===== src/rtl/legv8_pkg.sv =====
// legv8_pkg: immediate format classes, matched opcodes and default widths
package legv8_pkg;
  localparam int DEF_DATA_W = 64;
  localparam int RAW_W = 26;
  typedef enum logic [2:0] {
    FMT_NONE  = 3'd0,
    FMT_I     = 3'd1,
    FMT_D     = 3'd2,
    FMT_B     = 3'd3,
    FMT_CB    = 3'd4,
    FMT_IW    = 3'd5,
    FMT_SHAMT = 3'd6
  } fmt_e;
  localparam logic [5:0]  OP_B     = 6'b000101;
  localparam logic [5:0]  OP_BL    = 6'b100101;
  localparam logic [7:0]  OP_CBZ   = 8'b10110100;
  localparam logic [7:0]  OP_CBNZ  = 8'b10110101;
  localparam logic [7:0]  OP_BCOND = 8'b01010100;
  localparam logic [10:0] OP_LDUR  = 11'b11111000010;
  localparam logic [10:0] OP_STUR  = 11'b11111000000;
  localparam logic [10:0] OP_D_100 = 11'b11111000100;
  localparam logic [10:0] OP_D_110 = 11'b11111000110;
  localparam logic [8:0]  OP_MOVZ  = 9'b110100101;
  localparam logic [8:0]  OP_MOVK  = 9'b111100101;
  localparam logic [9:0]  OP_ADDI  = 10'b1001000100;
  localparam logic [9:0]  OP_SUBI  = 10'b1101000100;
  localparam logic [9:0]  OP_ANDI  = 10'b1001001000;
  localparam logic [9:0]  OP_ORRI  = 10'b1011001000;
  localparam logic [10:0] OP_LSL   = 11'b11010011011;
  localparam logic [10:0] OP_LSR   = 11'b11010011010;
endpackage


===== src/rtl/imm_gen_pipe_if.sv =====
// imm_gen_pipe_if: in channel (valid/ready/instr/pc) and out channel (valid/ready/fmt/imm/target); slave = generator side
interface imm_gen_pipe_if import legv8_pkg::*; #(parameter int DATA_W = DEF_DATA_W);
  logic              in_valid;
  logic              in_ready;
  logic [31:0]       in_instr;
  logic [DATA_W-1:0] in_pc;
  logic              out_valid;
  logic              out_ready;
  logic [2:0]        out_fmt;
  logic [DATA_W-1:0] out_imm;
  logic [DATA_W-1:0] out_target;
  modport master (output in_valid, in_instr, in_pc, out_ready,
                  input in_ready, out_valid, out_fmt, out_imm, out_target);
  modport slave (input in_valid, in_instr, in_pc, out_ready,
                 output in_ready, out_valid, out_fmt, out_imm, out_target);
endinterface


===== src/rtl/imm_classify.sv =====
// imm_classify: instr -> format class, right-aligned unextended immediate field, IW halfword select
module imm_classify import legv8_pkg::*; (
  input  logic [31:0]      instr,
  output fmt_e             fmt,
  output logic [RAW_W-1:0] raw,
  output logic [1:0]       hw
);
  assign fmt = (instr[31:26] == OP_B || instr[31:26] == OP_BL) ? FMT_B :
               (instr[31:24] == OP_CBZ || instr[31:24] == OP_CBNZ || instr[31:24] == OP_BCOND) ? FMT_CB :
               (instr[31:21] == OP_LDUR || instr[31:21] == OP_STUR ||
                instr[31:21] == OP_D_100 || instr[31:21] == OP_D_110) ? FMT_D :
               (instr[31:23] == OP_MOVZ || instr[31:23] == OP_MOVK) ? FMT_IW :
               (instr[31:22] == OP_ADDI || instr[31:22] == OP_SUBI ||
                instr[31:22] == OP_ANDI || instr[31:22] == OP_ORRI) ? FMT_I :
               (instr[31:21] == OP_LSL || instr[31:21] == OP_LSR) ? FMT_SHAMT : FMT_NONE;
  assign raw = fmt == FMT_B     ? instr[25:0] :
               fmt == FMT_CB    ? RAW_W'(instr[23:5]) :
               fmt == FMT_D     ? RAW_W'(instr[20:12]) :
               fmt == FMT_IW    ? RAW_W'(instr[20:5]) :
               fmt == FMT_I     ? RAW_W'(instr[21:10]) :
               fmt == FMT_SHAMT ? RAW_W'(instr[15:10]) : '0;
  assign hw = fmt == FMT_IW ? instr[22:21] : 2'b00;
endmodule


===== src/rtl/imm_gen_pipe.sv =====
// imm_gen_pipe: 2-stage LEGv8 immediate/branch-target generator; clk, reset, flush, bus (imm_gen_pipe_if.slave)
module imm_gen_pipe import legv8_pkg::*; #(
  parameter int DATA_W   = DEF_DATA_W,
  parameter int BR_SHIFT = 2
) (
  input logic          clk,
  input logic          reset,
  input logic          flush,
  imm_gen_pipe_if.slave bus
);
  fmt_e              c_fmt, s1_fmt, s2_fmt;
  logic [RAW_W-1:0]  c_raw, s1_raw;
  logic [1:0]        c_hw, s1_hw;
  logic [DATA_W-1:0] s1_pc, imm, target, s2_imm, s2_target;
  logic              s1_valid, s2_valid, s2_load, in_ready;
  imm_classify u_cls (.instr(bus.in_instr), .fmt(c_fmt), .raw(c_raw), .hw(c_hw));
  assign s2_load        = !s2_valid || bus.out_ready;
  assign in_ready       = !flush && (!s1_valid || s2_load);
  assign bus.in_ready   = in_ready;
  assign bus.out_valid  = s2_valid;
  assign bus.out_fmt    = s2_fmt;
  assign bus.out_imm    = s2_imm;
  assign bus.out_target = s2_target;
  assign imm = s1_fmt == FMT_I     ? DATA_W'(s1_raw[11:0]) :
               s1_fmt == FMT_D     ? {{(DATA_W-9){s1_raw[8]}}, s1_raw[8:0]} :
               s1_fmt == FMT_B     ? {{(DATA_W-26){s1_raw[25]}}, s1_raw} :
               s1_fmt == FMT_CB    ? {{(DATA_W-19){s1_raw[18]}}, s1_raw[18:0]} :
               s1_fmt == FMT_IW    ? DATA_W'(s1_raw[15:0]) << {s1_hw, 4'b0000} :
               s1_fmt == FMT_SHAMT ? DATA_W'(s1_raw[5:0]) : '0;
  assign target = (s1_fmt == FMT_B || s1_fmt == FMT_CB) ? s1_pc + (imm << BR_SHIFT) : '0;
  always_ff @(posedge clk) begin
    if (reset) begin
      s1_valid  <= 1'b0;
      s1_fmt    <= FMT_NONE;
      s1_raw    <= '0;
      s1_hw     <= '0;
      s1_pc     <= '0;
      s2_valid  <= 1'b0;
      s2_fmt    <= FMT_NONE;
      s2_imm    <= '0;
      s2_target <= '0;
    end else if (flush) begin
      s1_valid <= 1'b0;
      s2_valid <= 1'b0;
    end else begin
      if (in_ready) s1_valid <= bus.in_valid;
      if (in_ready && bus.in_valid) begin
        s1_fmt <= c_fmt;
        s1_raw <= c_raw;
        s1_hw  <= c_hw;
        s1_pc  <= bus.in_pc;
      end
      if (s2_load) s2_valid <= s1_valid;
      if (s2_load && s1_valid) begin
        s2_fmt    <= s1_fmt;
        s2_imm    <= imm;
        s2_target <= target;
      end
    end
  end
endmodule


===== src/flat_wrapper.sv =====
// flat-port wrapper written by rule: the top's interface ports become plain ports
module imm_gen_pipe_flat import legv8_pkg::*;
#(
  parameter int DATA_W   = DEF_DATA_W,
  parameter int BR_SHIFT = 2
)
  (clk, reset, flush, bus_in_valid, bus_in_instr, bus_in_pc, bus_out_ready, bus_in_ready, bus_out_valid, bus_out_fmt, bus_out_imm, bus_out_target);
  imm_gen_pipe_if #(.DATA_W(DATA_W)) bus_i ();
  input logic clk;
  input logic reset;
  input logic flush;
  input wire logic [$bits(bus_i.in_valid)-1:0] bus_in_valid;
  input wire logic [$bits(bus_i.in_instr)-1:0] bus_in_instr;
  input wire logic [$bits(bus_i.in_pc)-1:0] bus_in_pc;
  input wire logic [$bits(bus_i.out_ready)-1:0] bus_out_ready;
  output wire logic [$bits(bus_i.in_ready)-1:0] bus_in_ready;
  output wire logic [$bits(bus_i.out_valid)-1:0] bus_out_valid;
  output wire logic [$bits(bus_i.out_fmt)-1:0] bus_out_fmt;
  output wire logic [$bits(bus_i.out_imm)-1:0] bus_out_imm;
  output wire logic [$bits(bus_i.out_target)-1:0] bus_out_target;
  assign bus_i.in_valid = bus_in_valid;
  assign bus_i.in_instr = bus_in_instr;
  assign bus_i.in_pc = bus_in_pc;
  assign bus_i.out_ready = bus_out_ready;
  assign bus_in_ready = bus_i.in_ready;
  assign bus_out_valid = bus_i.out_valid;
  assign bus_out_fmt = bus_i.out_fmt;
  assign bus_out_imm = bus_i.out_imm;
  assign bus_out_target = bus_i.out_target;
  imm_gen_pipe #(.DATA_W(DATA_W), .BR_SHIFT(BR_SHIFT)) u_core (.clk(clk), .reset(reset), .flush(flush), .bus(bus_i));
endmodule

===== config.mk =====
export PLATFORM = sky130hd
export DESIGN_NAME = imm_gen_pipe_flat
export DESIGN_NICKNAME = d
export VERILOG_FILES = /design/src/rtl/legv8_pkg.sv /design/src/rtl/imm_gen_pipe_if.sv /design/src/rtl/imm_classify.sv /design/src/rtl/imm_gen_pipe.sv /design/src/flat_wrapper.sv
export SDC_FILE = /design/constraint.sdc
export NUM_CORES = 1
export LEC_CHECK = 0
export ABC_AREA = 1
export CAP_MARGIN = 30
export CORE_ASPECT_RATIO = 0.6
export CORE_MARGIN = 8
export CORE_UTILIZATION = 50
export DETAILED_ROUTE_END_ITERATION = 12
export DONT_BUFFER_PORTS = 1
export PLACE_DENSITY_LB_ADDON = 0.1
export SETUP_SLACK_MARGIN = 0.05
export SLEW_MARGIN = 10
export SYNTH_ARGS = -nofsm -noshare
export SYNTH_HDL_FRONTEND = slang
export SYNTH_HIERARCHICAL = 1
export SYNTH_SLANG_ARGS = --single-unit

===== constraint.sdc =====
create_clock -name clk -period 3.3 [get_ports clk]
set_input_delay 0.495 -clock clk [delete_from_list [all_inputs] [get_ports clk]]
set_output_delay 0.495 -clock clk [all_outputs]
set_load 0.01 [all_outputs]

Word-level counts from Yosys, hierarchy flattened
Index checks and enable logic that the tools add are counted.

Muxes and demuxes: 20. Reduce and logical (&&, ||, !) cells: 23. Add/sub/neg operators: 1. Equal/unequal tests: 29. Bitwise operators: 1. Shifts and indexed selects: 1.

Operator list (number): 64-bit 2-to-1 mux (6); 11-bit == test (second input constant) (6); 64-bit adder (1); 16-bit by 6-bit left shift with 64-bit output (1); 10-bit == test (second input constant) (4); 16-bit 2-to-1 mux (2); 26-bit 2-to-1 mux (1); 19-bit 2-to-1 mux (1); 3-bit == test (second input constant) (6); 9-bit == test (second input constant) (2); 3-bit 2-to-1 mux (6); 8-bit == test (second input constant) (2); 1-bit logical OR (14); 3-bit by 2-bit == test with 1-bit output (second input constant) (4); 12-bit 2-to-1 mux (1); 6-bit 2-to-1 mux (2); 8-bit by 7-bit == test with 1-bit output (second input constant) (1); 3-bit by 1-bit == test with 1-bit output (second input constant) (2); 6-bit by 3-bit == test with 1-bit output (second input constant) (1); 6-bit == test (second input constant) (1); 2-bit AND reduction (2); 1-bit logical AND (3); 1-bit logical NOT (3); 2-bit 2-to-1 mux (1); 2 further kinds (2).

Word-level logic and storage cells: 84. Output and inout port bits: 133. Bits in registers: 228.

Depth between registers and ports, before layout
Depth after elaboration: 16. Depth in mapped cells: 24. Mapped depth without buffers: 23.

Cells and area by module
Netlist, hierarchy kept.

By module, submodules not included: imm_gen_pipe (cells each 2475, sequential area each 4564.4 sq um, area an instance 14670.3 sq um, instances 1); imm_classify (cells each 179, sequential area each 0.0 sq um, area an instance 883.3 sq um, instances 1).

Least setup slack after synthesis
No wires, ideal clock.

Path kind: reg2reg. Start: register u_core.s1_fmt[1]. End: register u_core.s2_target[30], in the netlist u_core/bus.out_target[30]. Arrival time: 2.893 ns. Slack: 0.275 ns. Required time: 3.168 ns. Period minus slack after synthesis: 3.025 ns. Stages on the path, launching flop included: 21. Library setup time: 0.132 ns. Path buffers: 0. Cells stage by stage: dfxtp_1 > inv_2 > nand2_2 > inv_2 > nand2_4 > nor2_2 > nand2_1 > nand4_2 > a31oi_4 > nor2_1 > ha_1 > fa_1 > nand3_1 > nand3_1 > nand3_1 > nand3b_1 > nand2_1 > nand2_1 > or2_2 > nand3_1 > a21oi_1.

Cells in the longest elaborated chain, start to end: 9. Elaborated cells between the ends (all ways): 15.

RTL lines: start, declared (line imm_gen_pipe.sv:11) `fmt_e c_fmt, s1_fmt, s2_fmt;`; start signal, assigned (line imm_gen_pipe.sv:48) `s1_fmt <= c_fmt;`; 3-bit == test (line imm_gen_pipe.sv:29) `s1_fmt == FMT_SHAMT ? DATA_W'(s1_raw[5:0]) : '0;`; 6-bit 2-to-1 mux (line imm_gen_pipe.sv:29); 64-bit 2-to-1 mux (line imm_gen_pipe.sv:28) `s1_fmt == FMT_IW ? DATA_W'(s1_raw[15:0]) << {s1_hw, 4'b0000} :`; 64-bit 2-to-1 mux (line imm_gen_pipe.sv:27) `s1_fmt == FMT_CB ? {{(DATA_W-19){s1_raw[18]}}, s1_raw[18:0]} :`; 64-bit 2-to-1 mux (line imm_gen_pipe.sv:26) `s1_fmt == FMT_B ? {{(DATA_W-26){s1_raw[25]}}, s1_raw} :`; 64-bit 2-to-1 mux (line imm_gen_pipe.sv:25) `s1_fmt == FMT_D ? {{(DATA_W-9){s1_raw[8]}}, s1_raw[8:0]} :`; 64-bit 2-to-1 mux * (line imm_gen_pipe.sv:24) `assign imm = s1_fmt == FMT_I ? DATA_W'(s1_raw[11:0]) :`; named net u_core.imm[0] (line imm_gen_pipe.sv:14) `logic [DATA_W-1:0] s1_pc, imm, target, s2_imm, s2_target;`; 64-bit adder * (line imm_gen_pipe.sv:30) `assign target = (s1_fmt == FMT_B || s1_fmt == FMT_CB) ? s1_pc + (imm << BR_SHIFT) : '0;`; 64-bit 2-to-1 mux * (line imm_gen_pipe.sv:30); end signal, assigned (line imm_gen_pipe.sv:57) `s2_target <= target;`; end, declared (line imm_gen_pipe.sv:14).

Mark *: on every way through the listed nets, which the timed path passes. The rest lies on a longest branch. A chain may end at the register's enable or synchronous reset.

Worst setup path after layout
Start: register u_core.s1_fmt[2]. End: register u_core.s2_target[54], in the netlist u_core/bus.out_target[54].

Elaborated cells between the ends (all ways): 15.

RTL lines (line): 3-bit == test (imm_gen_pipe.sv:28); 64-bit 2-to-1 mux (imm_gen_pipe.sv:28); 64-bit 2-to-1 mux (imm_gen_pipe.sv:27); 64-bit 2-to-1 mux (imm_gen_pipe.sv:26); 64-bit 2-to-1 mux (imm_gen_pipe.sv:25); 64-bit 2-to-1 mux * (imm_gen_pipe.sv:24); named net u_core.imm[9] (imm_gen_pipe.sv:14); 64-bit adder * (imm_gen_pipe.sv:30); 64-bit 2-to-1 mux * (imm_gen_pipe.sv:30).

Marks and branches as above.

==> impl_metrics.json <==
{
  "status": "complete, no violations",
  "gr-total-overflow": 0,
  "postSynthCellCount": 2654,
  "ff2ff_path_depth": 22,
  "die_h_um": 153,
  "slew_viol_final": 0,
  "synth_area_per_cell_um2": 5.86,
  "drv_cap": 0,
  "ios": 234,
  "vias": 18377,
  "drc_errors": 0,
  "io_buffer_count": 0,
  "post-place-cells": 3250,
  "seqPwrFrac_pct": 42.0,
  "clk_pin_slew_ps": 70,
  "n_antenna_cell": 0,
  "final_util_pct": 65.4,
  "core-area_mm2": 0.0309,
  "dieArea_mm2": 0.0372,
  "synth_edf_count": 0,
  "p_switching_w": 0.00196,
  "p_int_w": 0.00499,
  "dr.pass1.iters": 6,
  "ys_types": 45,
  "grt_pass1_wl_mm": 96.8,
  "cts_buffers": 22,
  "layout-drive-gt1-share_pct": 23.7,
  "finalSetupViolCount": 0,
  "cp.required_ps": 3760,
  "final_nets": 3057,
  "crit_type": "register to register",
  "ir_worst_vdd_mv": 0.416,
  "fp-row-count": 50,
  "finalCriticalPeriod_ps": 3170,
  "clock-sinks": 228,
  "final_antenna_net_count": 0,
  "skew_ps": 19.0,
  "fin_cells": 3323,
  "place_hpwl_mm": 51.0,
  "die_x_um": 244,
  "combPwrFrac_pct": 17.1,
  "async_flop_share_pct": 0,
  "placedInstanceArea_mm2": 0.0178,
  "grt_pass1_vias": 16575,
  "hold_buffers": 0,
  "p_leak_nw": 10.2,
  "power_frac_clock_pct": 40.9,
  "drt_iter0_markers": 2088,
  "p_sw_share_pct": 28.2,
  "yosysWarningCount": 6,
  "routabilityCongestion": 1.09,
  "path_max_fanout": 10,
  "grt_usage_pct": 32.9,
  "synth_area_mm2": 0.0156,
  "synthFlopType": "dfxtp_1",
  "clock-root-buffer": "clkbuf_16",
  "clock_latency_ps": 540,
  "antenna_found_initial": 0,
  "fillerInstances": 2879,
  "rsz0062_at_grt": "yes",
  "syn-num-nets": 2819,
  "worstPathArrival_ps": 3640,
  "hold_class": "input port to register",
  "slew_headroom_pct": 41.0,
  "power.density_mw_per_mm2": 344,
  "crit_path_end_kind": "register",
  "clock.fmax_mhz": 315,
  "worst_pin_slew_ps": 884,
  "synth_seq_cells": 228,
  "wirelength_mm": 65.9,
  "cts_buffer_depth": 3,
  "ys_seq_area_share_pct": 29.3,
  "hold_depth": 1,
  "start_util_pct": 50.3,
  "wire_per_inst_um": 19.8,
  "reg2reg_slack_ps": 130,
  "fin_area_mm2": 0.0202,
  "crit_path_start_kind": "register",
  "grt_max_degree": 191,
  "area_growth_pct": 30.0,
  "h-tree-depth": 1,
  "hold_violations": 0,
  "cts_tree": "yes",
  "post-route-period-util_pct": 96.2,
  "vias_per_cell": 5.53
}
-- layout make-up --
class,count,area (um2),share of cell area (%)
Clock buffer,28,624,3.09
Sequential cell,228,4570,22.6
Timing Repair Buffer,315,2490,12.3
Tap cell,416,520,2.57
Inverter,423,1600,7.93
Clock inverter,11,169,0.835
Multi-Input combinational cell,1902,10200,50.6
-- power by group through the flow --
stage	Sequential, W	Combinational (W)	Clock, W
6_report	0.00292	0.00119	0.00284
5_1_grt	0.00292	0.00127	0.00299
4_1_cts	0.00291	0.000995	0.00286
3_5_place_dp	0.00297	0.000975	0
3_3_place_gp	0.00297	0.000961	0
2_1_floorplan	0.00294	0.000564	0
-- critical path, stage by stage, from the launching register on --
cell and delay, ps:
dfxtp_4 360, buf_4 150, nor3_4 230, nand2_2 100, buf_12 160, buf_6 150
nand2_1 90, a21oi_2 60, inv_1 110, ha_4 230, nand2_1 60, nand2_1 80
nand2_1 70, nand2_1 110, nand3b_1 290, nand2_1 130, nand2_2 100, buf_12 150
nand2_1 110, nand2_1 70, nand2_1 70, nand3_1 60, a21oi_1 150
-- layout by cell type, fill, tap and decap left out, drive strengths merged --
cell and n:
clkinvlp 2, a31oi 17, nor4 2, ha 63, clkbuf 28, a21oi 220, nand4 19, a21boi 2
and3 1, clkinv 5, nand2 846, o21ai 158, nand3 207, nand3b 13, or2 23, bufinv 4
o221ai 3, nor3 29, and2 4, dfxtp 228, xor2 1, a21o 4, fa 1, buf 315
o22ai 3, nor2 275, o21bai 6, inv 423, o211ai 5
-- synth_stat cells (16+ instances only) --
master	count	area, um2
nand2_1	834	3130
inv_1	409	1540
nor2_1	266	998
dfxtp_1	228	4560
a21oi_1	217	1090
nand3_1	205	1030
o21ai_0	119	596
clkbuf_1	68	255
ha_1	63	788
o21ai_1	35	175
nor3_1	26	130
buf_2	23	115
or2_2	23	144
nand4_1	18	113
a31oi_1	16	100
-- cell families after synthesis --
logic type      after synthesis  share of synthesized area, %
buf+inv                     525                          13.0
fa+ha+maj                    64                          5.20
compound gates              418                          14.3
simple gates               1418                          38.1
flops                       228                          29.3
xor+xnor                      1                        0.0563
-- what timing repair did --
item | 4_1_cts | 5_1_grt
setup endpoints to repair | 51 | 52
resized for setup | 48 | 300
pin swaps | 2 | 87
cloned | 0 | 1
buffers inserted | 1 | 32
-- registers in the layout, summed over array words and instances (netlist names) --
signal and cells:
u_core/s1_hw 2, u_core/s1_valid 1, u_core/s1_pc 64, u_core/bus.out_valid 1
u_core/bus.out_target 64, u_core/bus.out_imm 64, u_core/s1_fmt 3, u_core/bus.out_fmt 3
u_core/s1_raw 26
-- stage by stage --
stage	hold WS (ps)	setup TNS, ps	worst slack [ps]	total power [W]
CTS	14.7	0	20.2	0.00676
global route	11.4	-185	-46.0	0.00718
finish	30.4	0	125	0.00695
detailed placement	452	-6680	-395	0.00394
global placement	444	-2870	-391	0.00393
floorplan	429	0	275	0.00350
-- path summary, 6_finish.rpt --
check | startpoint | to
max | u_core/s1_fmt[2] | u_core/bus.out_target[54]
min | reset | u_core/s1_pc[8]
max reg2reg | u_core/s1_fmt[2] | u_core/bus.out_target[54]
min reg2reg | u_core/s1_raw[24] | u_core/s1_raw[24]
-- routing by layer --
layer,vias to the layer above,routed length (um),track usage (%)
met5,-,64,1.34
met4,2,1210,6.42
met3,92,7820,8.49
met2,947,26900,46.9
met1,8519,29900,48.9
li1,8817,-,-
No activity file was read; power rests on OpenSTA's default activity.
